$ cat src/rtl/vga_sprite_overlay_pkg.sv
// Shared types and helpers for the VGA sprite-overlay stage.
package vga_pkg;

  localparam int unsigned H_ACTIVE_DEF = 640;
  localparam int unsigned V_ACTIVE_DEF = 480;

  typedef logic [23:0] bgr_t;

  // Move a coordinate by +inc/-dec and saturate into [0, max]; never wraps.
  function automatic int clamp_step(int pos, int inc, int dec, int max);
    int r;
    r = pos + inc - dec;
    if (r < 0) begin
      r = 0;
    end else if (r > max) begin
      r = max;
    end
    return r;
  endfunction

endpackage

$ cat src/rtl/vga_sprite_overlay_if.sv
// Pixel-stream and sprite-status bundle for vga_sprite_overlay.
interface vga_sprite_overlay_if
  import vga_pkg::*;
#(
  parameter int unsigned NUM_SPR  = 2,
  parameter int unsigned H_ACTIVE = H_ACTIVE_DEF,
  parameter int unsigned V_ACTIVE = V_ACTIVE_DEF
);
  localparam int unsigned X_W = $clog2(H_ACTIVE);
  localparam int unsigned Y_W = $clog2(V_ACTIVE);

  logic                     iBLANK_n;
  logic                     iVS;
  bgr_t                     iBGR;
  logic [4*NUM_SPR-1:0]     iDIR;
  bgr_t                     oBGR;
  logic                     oBLANK_n;
  logic                     oCOLLIDE;
  logic [NUM_SPR*X_W-1:0]   oPOS_X;
  logic [NUM_SPR*Y_W-1:0]   oPOS_Y;

  // Upstream pipeline side: drives the background stream, consumes the composite.
  modport master (
    output iBLANK_n, iVS, iBGR, iDIR,
    input  oBGR, oBLANK_n, oCOLLIDE, oPOS_X, oPOS_Y
  );

  // Overlay stage side.
  modport slave (
    input  iBLANK_n, iVS, iBGR, iDIR,
    output oBGR, oBLANK_n, oCOLLIDE, oPOS_X, oPOS_Y
  );

endinterface

$ cat src/rtl/vga_sprite_overlay_sprite_unit.sv
// One sprite: position registers, frame-synchronous clamped motion, hit comparator.
module sprite_unit
  import vga_pkg::*;
#(
  parameter int unsigned Idx      = 0,
  parameter int unsigned H_ACTIVE = H_ACTIVE_DEF,
  parameter int unsigned V_ACTIVE = V_ACTIVE_DEF,
  parameter int unsigned SPR_SIZE = 20,
  parameter int unsigned STEP     = 1,
  parameter int unsigned X_W      = $clog2(H_ACTIVE),
  parameter int unsigned Y_W      = $clog2(V_ACTIVE)
) (
  input  logic           clk_i,
  input  logic           rst_i,
  input  logic           tick_i,
  input  logic [3:0]     dir_i,   // {right, left, up, down}
  input  logic [X_W-1:0] px_i,
  input  logic [Y_W-1:0] py_i,
  output logic           hit_o,
  output logic [X_W-1:0] pos_x_o,
  output logic [Y_W-1:0] pos_y_o
);

  localparam int XMax = int'(H_ACTIVE - SPR_SIZE);
  localparam int YMax = int'(V_ACTIVE - SPR_SIZE);
  localparam int Step = int'(STEP);
  localparam int Size = int'(SPR_SIZE);
  localparam logic [X_W-1:0] XRst = X_W'(Idx * 2 * SPR_SIZE);

  logic [X_W-1:0] x_q, x_d;
  logic [Y_W-1:0] y_q, y_d;

  // Apply at most one move per tick, right > left > up > down.
  always_comb begin
    x_d = x_q;
    y_d = y_q;
    if (tick_i) begin
      if (dir_i[3]) begin
        x_d = X_W'(clamp_step(int'(x_q), Step, 0, XMax));
      end else if (dir_i[2]) begin
        x_d = X_W'(clamp_step(int'(x_q), 0, Step, XMax));
      end else if (dir_i[1]) begin
        y_d = Y_W'(clamp_step(int'(y_q), 0, Step, YMax));
      end else if (dir_i[0]) begin
        y_d = Y_W'(clamp_step(int'(y_q), Step, 0, YMax));
      end
    end
  end

  // Position registers.
  always_ff @(posedge clk_i or posedge rst_i) begin
    if (rst_i) begin
      x_q <= XRst;
      y_q <= '0;
    end else begin
      x_q <= x_d;
      y_q <= y_d;
    end
  end

  // Inclusive lower bound, exclusive upper bound on both axes.
  always_comb begin
    hit_o = (int'(px_i) >= int'(x_q)) && (int'(px_i) < int'(x_q) + Size) &&
            (int'(py_i) >= int'(y_q)) && (int'(py_i) < int'(y_q) + Size);
  end

  assign pos_x_o = x_q;
  assign pos_y_o = y_q;

endmodule

$ cat src/rtl/vga_sprite_overlay.sv
// Sprite-overlay stage: pixel counters, frame divider, sprite priority mux,
// one-cycle output registers. Optional overlap flag enabled by SPRITE_COLLIDE_EN.
module vga_sprite_overlay
  import vga_pkg::*;
#(
  parameter int unsigned H_ACTIVE   = H_ACTIVE_DEF,
  parameter int unsigned V_ACTIVE   = V_ACTIVE_DEF,
  parameter int unsigned SPR_SIZE   = 20,
  parameter int unsigned NUM_SPR    = 2,
  parameter int unsigned STEP       = 1,
  parameter int unsigned FRAME_DIV  = 1,
  // Slice i (bits 24i+23:24i) is sprite i: pink, green, red, blue.
  parameter logic [4*24-1:0] SPR_COLORS = {24'h0000FF, 24'hFF0000, 24'h00FF00, 24'hFFC0CB}
) (
  input logic                 iVGA_CLK,
  input logic                 iRST,
  vga_sprite_overlay_if.slave bus
);

  localparam int unsigned X_W  = $clog2(H_ACTIVE);
  localparam int unsigned Y_W  = $clog2(V_ACTIVE);
  localparam int unsigned FC_W = (FRAME_DIV > 1) ? $clog2(FRAME_DIV) : 1;

  logic                   vs_q;
  logic                   frame_start;
  logic                   tick;
  logic [X_W-1:0]         px_q, px_d;
  logic [Y_W-1:0]         py_q, py_d;
  logic [FC_W-1:0]        fc_q, fc_d;
  logic [NUM_SPR-1:0]     hit;
  logic [NUM_SPR*X_W-1:0] pos_x;
  logic [NUM_SPR*Y_W-1:0] pos_y;
  bgr_t                   pix_d, pix_q;
  logic                   blank_q;

  assign frame_start = vs_q & ~bus.iVS;
  assign tick        = frame_start && (fc_q == FC_W'(FRAME_DIV - 1));

  // Pixel coordinates follow the active-video strobe; a frame start overrides.
  always_comb begin
    px_d = px_q;
    py_d = py_q;
    if (frame_start) begin
      px_d = '0;
      py_d = '0;
    end else if (bus.iBLANK_n) begin
      if (px_q == X_W'(H_ACTIVE - 1)) begin
        px_d = '0;
        if (py_q != Y_W'(V_ACTIVE - 1)) begin
          py_d = py_q + Y_W'(1);
        end
      end else begin
        px_d = px_q + X_W'(1);
      end
    end
  end

  // Frame divider: tick on the last frame of each group, then wrap.
  always_comb begin
    fc_d = fc_q;
    if (frame_start) begin
      fc_d = tick ? '0 : fc_q + FC_W'(1);
    end
  end

  // Counter, sync-edge and divider state.
  always_ff @(posedge iVGA_CLK or posedge iRST) begin
    if (iRST) begin
      vs_q <= 1'b0;
      px_q <= '0;
      py_q <= '0;
      fc_q <= '0;
    end else begin
      vs_q <= bus.iVS;
      px_q <= px_d;
      py_q <= py_d;
      fc_q <= fc_d;
    end
  end

  for (genvar i = 0; i < NUM_SPR; i++) begin : g_spr
    sprite_unit #(
      .Idx      (i),
      .H_ACTIVE (H_ACTIVE),
      .V_ACTIVE (V_ACTIVE),
      .SPR_SIZE (SPR_SIZE),
      .STEP     (STEP),
      .X_W      (X_W),
      .Y_W      (Y_W)
    ) u_spr (
      .clk_i   (iVGA_CLK),
      .rst_i   (iRST),
      .tick_i  (tick),
      .dir_i   (bus.iDIR[4*i +: 4]),
      .px_i    (px_q),
      .py_i    (py_q),
      .hit_o   (hit[i]),
      .pos_x_o (pos_x[i*X_W +: X_W]),
      .pos_y_o (pos_y[i*Y_W +: Y_W])
    );
  end

  assign bus.oPOS_X = pos_x;
  assign bus.oPOS_Y = pos_y;

  // Priority mux: walk from the highest index down so the lowest hitting sprite wins.
  always_comb begin
    pix_d = bus.iBGR;
    for (int i = int'(NUM_SPR) - 1; i >= 0; i--) begin
      if (hit[i]) begin
        pix_d = SPR_COLORS[24*i +: 24];
      end
    end
    if (!bus.iBLANK_n) begin
      pix_d = '0;
    end
  end

  // Output registers give the one-cycle pixel latency.
  always_ff @(posedge iVGA_CLK or posedge iRST) begin
    if (iRST) begin
      pix_q   <= '0;
      blank_q <= 1'b0;
    end else begin
      pix_q   <= pix_d;
      blank_q <= bus.iBLANK_n;
    end
  end

  assign bus.oBGR     = pix_q;
  assign bus.oBLANK_n = blank_q;

`ifdef SPRITE_COLLIDE_EN
  logic overlap;
  logic sticky_q;
  logic collide_q;

  assign overlap = bus.iBLANK_n && ($countones(hit) >= 2);

  // Sticky overlap per frame; an overlap on the frame-start cycle belongs to the new frame.
  always_ff @(posedge iVGA_CLK or posedge iRST) begin
    if (iRST) begin
      sticky_q  <= 1'b0;
      collide_q <= 1'b0;
    end else if (frame_start) begin
      collide_q <= sticky_q;
      sticky_q  <= overlap;
    end else begin
      sticky_q  <= sticky_q | overlap;
    end
  end

  assign bus.oCOLLIDE = collide_q;
`else
  assign bus.oCOLLIDE = 1'b0;
`endif

endmodule
$ cat src/flat_wrapper.sv
// flat-port wrapper written by rule: the top's interface ports become plain ports
module vga_sprite_overlay_flat import vga_pkg::*;
#(
  parameter int unsigned H_ACTIVE   = H_ACTIVE_DEF,
  parameter int unsigned V_ACTIVE   = V_ACTIVE_DEF,
  parameter int unsigned SPR_SIZE   = 20,
  parameter int unsigned NUM_SPR    = 2,
  parameter int unsigned STEP       = 1,
  parameter int unsigned FRAME_DIV  = 1,
                                                                   
  parameter logic [4*24-1:0] SPR_COLORS = {24'h0000FF, 24'hFF0000, 24'h00FF00, 24'hFFC0CB}
)
  (iVGA_CLK, iRST, bus_iBLANK_n, bus_iVS, bus_iBGR, bus_iDIR, bus_oBGR, bus_oBLANK_n, bus_oCOLLIDE, bus_oPOS_X, bus_oPOS_Y);
  vga_sprite_overlay_if #(.NUM_SPR(NUM_SPR), .H_ACTIVE(H_ACTIVE), .V_ACTIVE(V_ACTIVE)) bus_i ();
  input logic iVGA_CLK;
  input logic iRST;
  input wire logic [$bits(bus_i.iBLANK_n)-1:0] bus_iBLANK_n;
  input wire logic [$bits(bus_i.iVS)-1:0] bus_iVS;
  input wire logic [$bits(bus_i.iBGR)-1:0] bus_iBGR;
  input wire logic [$bits(bus_i.iDIR)-1:0] bus_iDIR;
  output wire logic [$bits(bus_i.oBGR)-1:0] bus_oBGR;
  output wire logic [$bits(bus_i.oBLANK_n)-1:0] bus_oBLANK_n;
  output wire logic [$bits(bus_i.oCOLLIDE)-1:0] bus_oCOLLIDE;
  output wire logic [$bits(bus_i.oPOS_X)-1:0] bus_oPOS_X;
  output wire logic [$bits(bus_i.oPOS_Y)-1:0] bus_oPOS_Y;
  assign bus_i.iBLANK_n = bus_iBLANK_n;
  assign bus_i.iVS = bus_iVS;
  assign bus_i.iBGR = bus_iBGR;
  assign bus_i.iDIR = bus_iDIR;
  assign bus_oBGR = bus_i.oBGR;
  assign bus_oBLANK_n = bus_i.oBLANK_n;
  assign bus_oCOLLIDE = bus_i.oCOLLIDE;
  assign bus_oPOS_X = bus_i.oPOS_X;
  assign bus_oPOS_Y = bus_i.oPOS_Y;
  vga_sprite_overlay #(.H_ACTIVE(H_ACTIVE), .V_ACTIVE(V_ACTIVE), .SPR_SIZE(SPR_SIZE), .NUM_SPR(NUM_SPR), .STEP(STEP), .FRAME_DIV(FRAME_DIV), .SPR_COLORS(SPR_COLORS)) u_core (.iVGA_CLK(iVGA_CLK), .iRST(iRST), .bus(bus_i));
endmodule
$ cat config.mk
export PLATFORM = sky130hd
export DESIGN_NAME = vga_sprite_overlay_flat
export DESIGN_NICKNAME = d
export VERILOG_FILES = /design/src/rtl/vga_sprite_overlay_pkg.sv /design/src/rtl/vga_sprite_overlay_if.sv /design/src/rtl/vga_sprite_overlay_sprite_unit.sv /design/src/rtl/vga_sprite_overlay.sv /design/src/flat_wrapper.sv
export SDC_FILE = /design/constraint.sdc
export NUM_CORES = 1
export LEC_CHECK = 0
export ABC_CLOCK_PERIOD_IN_PS = 6350
export CAP_MARGIN = 20
export CORE_ASPECT_RATIO = 0.7
export CORE_MARGIN = 2
export CORE_UTILIZATION = 50
export CTS_CLUSTER_SIZE = 40
export DETAILED_ROUTE_END_ITERATION = 10
export GPL_ROUTABILITY_DRIVEN = 0
export HOLD_SLACK_MARGIN = 0.03
export PLACE_DENSITY = 0.76
export SLEW_MARGIN = 25
export SYNTH_ARGS = -nofsm -noshare
export SYNTH_HDL_FRONTEND = slang
export SYNTH_SLANG_ARGS = --single-unit
$ cat constraint.sdc
create_clock -name iVGA_CLK -period 6.35 [get_ports iVGA_CLK]
set_input_delay 1.27 -clock iVGA_CLK [delete_from_list [all_inputs] [get_ports iVGA_CLK]]
set_output_delay 1.27 -clock iVGA_CLK [all_outputs]
set_load 0.02 [all_outputs]
## Yosys cells after proc, flatten, opt, wreduce, memory -nomap -nowiden

Cells that the tools add are included.

- Bits in registers: 84
- Bits in latches: 0
- RAM bits: 0
- Bits in read-only memories: 0
- Bits of input ports: 36
- Output and inout bits: 64
- Word-level logic and storage cells: 112
- Memories: 0

- $add $sub $neg: 15
- $mul: 0
- Divide/modulo/power cells: 0
- Order comparisons: 24
- Equality and inequality tests: 2
- Shifts and indexed selects: 0
- Multiplexer cells: 35
- Bitwise gates (word level): 7
- Reduce and logical (&&, ||, !) cells: 19

Operator list:

| operator | number |
|---|---|
| two-way mux 10 bit | 15 |
| two-way mux 9 bit | 16 |
| two-way mux 24 bit | 3 |
| < comparator 11 x 1 -> 1 bit, second input constant | 4 |
| < comparator 10 x 1 -> 1 bit, second input constant | 4 |
| adder 10 x 1 -> 11 bit, second input constant | 2 |
| adder 10 x 5 -> 11 bit, second input constant | 2 |
| > comparator 11 x 10 -> 1 bit, second input constant | 2 |
| > comparator 11 bit, second input constant | 2 |
| < comparator 10 x 11 -> 1 bit | 2 |
| subtractor 10 x 1 -> 11 bit, second input constant | 2 |
| adder 9 x 1 -> 10 bit, second input constant | 2 |
| adder 9 x 5 -> 10 bit, second input constant | 2 |
| >= comparator 10 bit | 2 |
| > comparator 10 bit, second input constant | 2 |
| > comparator 10 x 9 -> 1 bit, second input constant | 2 |
| < comparator 9 x 10 -> 1 bit | 2 |
| subtractor 9 x 1 -> 10 bit, second input constant | 2 |
| >= comparator 9 bit | 2 |
| nonzero test 2 bit | 7 |
| adder 10 x 1 -> 10 bit, second input constant | 1 |
| == test 10 bit, second input constant | 1 |
| adder 9 x 1 -> 9 bit, second input constant | 1 |
| != test 9 bit, second input constant | 1 |
| other kinds (8) | 21 |

## Depth between registers and ports, before layout

- Depth in word-level cells: 8
- Mapped depth: 15
- Gate-level depth less buffers: 12

## Modules after synthesis

From an unflattened synthesis, not the netlist that was laid out.

- Cell total of the unflattened synthesis: 1046
- Area, all modules: 8699.6 um^2

By module, submodules not included:

| module | instances | cells each | area an instance (um^2) | sequential area each (um^2) |
|---|---|---|---|---|
| sprite_unit (u_core.g_spr[1].u_spr) | 1 | 427 | 3338.2 | 478.0 |
| sprite_unit (u_core.g_spr[0].u_spr) | 1 | 427 | 3335.7 | 475.5 |
| vga_sprite_overlay | 1 | 192 | 2025.7 | 1151.1 |

## Least setup slack after synthesis

Ideal clock, no wire load.

- Path type: register to register
- Start: register u_core.g_spr[1].u_spr.x_q[3]
- End: register u_core.pix_q[16] (netlist: u_core.bus.oBGR[16])
- Library setup time: 0.120 ns
- Arrival: 3.322 ns
- Required time: 6.230 ns
- Path slack: 2.908 ns
- Cell stages (with the launch flop): 15
- Buffers on the path: 3
- Clock period less this slack: 3.442 ns
- Path through: dfstp_2 > clkbuf_1 > a21oi_1 > nor4_1 > xnor2_1 > ha_1 > o21a_1 > o22ai_1 > o21ai_0 > a2111oi_0 > o211ai_1 > or2_2 > clkbuf_1 > buf_2 > a31o_2

- Longest elaborated chain between the ends: 8
- Elaborated cells between the ends (all ways): 9
- Classes of those cells: add/sub: 1; order compare: 2; mux: 3; reduce/logical: 3

Ends and longest elaborated chain:

| what | line | source |
|---|---|---|
| from (decl) | vga_sprite_overlay_sprite_unit.sv:30 | `logic [X_W-1:0] x_q, x_d;` |
| from (signal assigned) | vga_sprite_overlay_sprite_unit.sv:53 | `x_q <= XRst;` |
| adder 10 x 5 -> 11 bit | vga_sprite_overlay_sprite_unit.sv:63 | `hit_o = (int'(px_i) >= int'(x_q)) && (int'(px_i) < int'(x_q) + Size) &&` |
| < comparator 10 x 11 -> 1 bit | vga_sprite_overlay_sprite_unit.sv:63 |  |
| logical AND 1 bit (*) (2 in a row) | vga_sprite_overlay_sprite_unit.sv:63 |  |
| logical AND 1 bit (*) | vga_sprite_overlay_sprite_unit.sv:64 | `(int'(py_i) >= int'(y_q)) && (int'(py_i) < int'(y_q) + Size);` |
| two-way mux 24 bit (*) (2 in a row) | vga_sprite_overlay.sv:110 | `if (hit[i]) begin` |
| two-way mux 24 bit (*) | vga_sprite_overlay.sv:114 | `if (!bus.iBLANK_n) begin` |
| named net u_core.pix_d[16] | vga_sprite_overlay.sv:33 | `bgr_t pix_d, pix_q;` |
| to (signal assigned) | vga_sprite_overlay.sv:125 | `pix_q <= pix_d;` |
| to (decl) | vga_sprite_overlay.sv:33 |  |

The timed path passes the listed nets; every way through them passes the cells marked *.
A chain may end at the register's enable or synchronous reset.

## Worst setup path in the final report

- Start: register u_core.g_spr[1].u_spr.x_q[2]
- End: register u_core.pix_q[7] (netlist: u_core.bus.oBGR[7])

The elaborated chain is that of the path after synthesis.

==> metrics.yaml <==
status:
  status: "completed"
power_and_ir_drop:
  vdd_drop_max_v: 0.0002754
  intPower_w: 0.001786
  switchingPower_w: 0.001602
  pwr-share-seq: 0.290
  clkPwrFrac: 0.169
  sw_frac_of_total: 0.4729
  power.density_nw_per_um2: 353.6
  combPwrFrac: 0.541
  power_leakage_nw: 4.022
sta:
  min_period_over_period: 0.6261
  hold_ws_ns: 0.5893
  worst_pin_slew_ns: 1.048
  setup_violations: 0
  max_freq_mhz: 251.5
  timing.final.crit_period_ns: 3.976
  rsz0062_at_grt: "false"
  worst_slack_ns: 2.374
  slew_viol_final: 0
  hold_viol: 0
  tns_ns: 0
  max-slew-margin-rel: 0.2957
  skew_ns: 0.01177
die:
  std_cell_rows: 39
  die_area_um2: 17460
  floorplan.die.height_um: 111.2
  pin_count: 100
  die_w_um: 157.1
  start_util: 0.5063
  core_um2: 16200
drt:
  vias_per_cell: 6.122
  via_count: 7946
  drt-initial-drc-count: 563
  drc_errors: 0
  wl_per_cell_um: 17.08
  dr.pass1.iters: 5
  wl_um: 22170
  postRouteAntennaNets: 0
yosys:
  post_synth_instance_area_um2: 8203
  postSynth.asyncResetShare: 1.000
  yosysWarnings: 0
  synth-seq-area-share: 0.2566
  ys_types: 86
  ys_ff_latch: 84
  synth_flop_cell: "dfrtp_1"
  syn_area_per_cell_um2: 8.130
  syn_nets: 1141
  synth_edf_count: 0
  syn_inst: 1009
clock_tree:
  root_buffer: "clkbuf_16"
  post_cts_buffers: 0
  clock_latency_ns: 0.35
  htree_levels: 3
  clock_sinks: 84
  postCtsResizedCells: 0
  cts_buffers: 9
  cts_tree: "yes"
  clkTransAtPathRegs_ns: 0.06
  ctsLongestPathBuffers: 2
  postCtsHoldBufs: 0
run:
  maxCapViolations: 0
final_layout:
  layout-drive-gt1-share: 0.06244
  final_core_util: 0.5914
  diodes: 0
  nets: 1200
  area_growth_pct: 16.79
worst_setup_path:
  required_ns: 6.58
  r2r.worst_path.cells: 11
  reg2reg_slack_ns: 2.37
  worstSetupStartpointType: "flip-flop"
  critPathArrivalTime_ns: 4.21
  r2r_end: "u_core.bus.oBGR[7]"
  rr_startpoint: "u_core.g_spr[1].u_spr.pos_x_o[2]"
  path_class: "flip-flop to flip-flop"
  end_kind: "flip-flop"
  cp-startpoint: "u_core.g_spr[1].u_spr.pos_x_o[2]"
  crit_path_max_fanout: 19
  endpoint: "u_core.bus.oBGR[7]"
global_route:
  antenna_found_initial: 0
  grt_max_degree: 65
  grt_usage: 0.2588
  grt_pass1_wl_um: 36950
  grt_overflow: 0
  grt_pass1_vias: 7251
hold_path:
  hold_path_class: "flip-flop to flip-flop"
place:
  port_buffers: 98
  dp_slack_ns: 2.403
  hpwl_um: 16440
==> worst min-delay path by stage <==
stage	from	to	slack, ns	cells past startpoint
global route	u_core.py_q[1]	u_core.py_q[1]	0.66	2
finish	u_core.px_q[0]	u_core.px_q[0]	0.59	1
CTS	u_core.px_q[0]	u_core.px_q[0]	0.58	1
global placement	u_core.px_q[0]	u_core.px_q[0]	0.58	1
floorplan	u_core.px_q[0]	u_core.px_q[0]	0.52	1
detailed placement	u_core.px_q[0]	u_core.px_q[0]	0.57	1
==> power groups by stage <==
stage / Combinational, W / Sequential, W / Clock, W
2_1_floorplan: 0.00138 / 0.000881 / 0
3_3_place_gp: 0.00177 / 0.000981 / 0
3_5_place_dp: 0.00180 / 0.000986 / 0
4_1_cts: 0.00182 / 0.000975 / 0.000581
5_1_grt: 0.00204 / 0.00102 / 0.000608
6_report: 0.00183 / 0.000983 / 0.000571
==> metrics by stage <==
| stage | instance area [um2] | power [W] | cells |
|---|---|---|---|
| finish | 9580 | 0.003388 | 1298 |
| global route | 9580 | 0.003663 | 1298 |
| CTS | 9575 | 0.003376 | 1298 |
| detailed placement | 9254 | 0.002789 | 1282 |
| global placement | 9254 | 0.002748 | 1282 |
| floorplan | 8203 | 0.002256 | 1009 |
==> worst max-delay path, cell delays in order, from the launching register on <==
cell and delay (ns):
dfrtp_1 0.73, ha_1 0.38, o21ai_1 0.15, xnor2_1 0.17, ha_1 0.27, o21a_1 0.18
o22ai_1 0.16, o21ai_0 0.14, a2111oi_0 0.64, o211ai_1 0.24, or2_2 0.50, a31o_2 0.30
==> state kept, by name (all words and copies together), names as in the netlist <==
register / flops
u_core.bus.oBGR: 24
u_core.g_spr.u_spr.pos_x_o: 20
u_core.g_spr.u_spr.pos_y_o: 18
u_core.px_q: 10
u_core.py_q: 9
u_core.bus.oBLANK_n: 1
u_core.fc_q: 1
u_core.vs_q: 1
==> cells in the mapped netlist (5+ instances only) <==
| cell | count | share of area |
|---|---|---|
| o21a_1 | 15 | 0.014 |
| o31a_1 | 6 | 0.0064 |
| o22a_1 | 7 | 0.0075 |
| nor2_1 | 70 | 0.032 |
| dfrtp_1 | 82 | 0.25 |
| o21ai_0 | 75 | 0.046 |
| a41oi_1 | 6 | 0.0064 |
| xnor2_1 | 37 | 0.040 |
| or3_1 | 12 | 0.0092 |
| clkbuf_1 | 33 | 0.015 |
| nand2_1 | 67 | 0.031 |
| ha_1 | 96 | 0.15 |
| nand2b_1 | 18 | 0.014 |
| buf_2 | 15 | 0.0092 |
| o32ai_1 | 5 | 0.0053 |
| and2_1 | 7 | 0.0053 |
| o31ai_1 | 12 | 0.011 |
| nand3_1 | 34 | 0.021 |
| a211oi_1 | 6 | 0.0055 |
| a31oi_1 | 26 | 0.020 |
| o22ai_1 | 8 | 0.0061 |
| nor3_1 | 31 | 0.019 |
| inv_1 | 60 | 0.027 |
| a21oi_1 | 68 | 0.041 |
| o211ai_1 | 11 | 0.010 |
| nand4_1 | 14 | 0.011 |
| nor2b_1 | 13 | 0.0099 |
| xor2_1 | 16 | 0.017 |
| a21boi_0 | 6 | 0.0055 |
| o221ai_1 | 6 | 0.0064 |
| and3_1 | 13 | 0.0099 |
| a21o_1 | 12 | 0.011 |
| a31o_2 | 15 | 0.016 |
| or4_1 | 5 | 0.0046 |
| nor4_1 | 6 | 0.0046 |
==> cells in the final DEF (no fill, tap or decap), types with 14 or more instances in the layout <==
| cell | n |
|---|---|
| nand2_1 | 67 |
| inv_1 | 59 |
| a31o_2 | 15 |
| dfrtp_1 | 82 |
| a31oi_1 | 26 |
| ha_1 | 96 |
| xnor2_1 | 37 |
| nor2_1 | 70 |
| a21oi_1 | 68 |
| o21a_1 | 15 |
| o21ai_0 | 74 |
| nand2b_1 | 18 |
| nand3_1 | 34 |
| nand4_1 | 14 |
| xor2_1 | 16 |
| clkdlybuf4s50_1 | 98 |
| nor3_1 | 30 |
==> per-layer routing <==
| metal | up-vias | track usage | share of wire |
|---|---|---|---|
| met2 | 320 | 0.3722 | 0.43 |
| met1 | 3746 | 0.4063 | 0.49 |
| li1 | 3862 | - | - |
| met5 | - | 0 | 0 |
| met4 | 0 | 0.04727 | 0.0083 |
| met3 | 18 | 0.04339 | 0.073 |
==> cell families (layout without fill, tap and decap cells) <==
logic type	Yosys count	count (layout)	share of synthesized area
XOR/XNOR	53	53	0.05659
multiplexers	5	5	0.006406
other	1	1	0.0004572
AND/OR/NAND/NOR	320	320	0.2029
flip-flops	84	84	0.2566
AO/OA/AOI/OAI	330	330	0.2700
buffers and inverters	120	184	0.06071
adder cells (fa/ha/maj)	96	96	0.1464
==> area by class of cell <==
| cell class | count | area, um2 |
|---|---|---|
| Fill cell | 1453 | 6620 |
| Multi-Input combinational cell | 805 | 5605 |
| Sequential cell | 84 | 2105 |
| Timing Repair Buffer | 104 | 1026 |
| Tap cell | 225 | 281.5 |
| Clock buffer | 12 | 266.5 |
| Inverter | 64 | 241.5 |
| Clock inverter | 4 | 55.05 |
(Power assumes the default switching activity.)
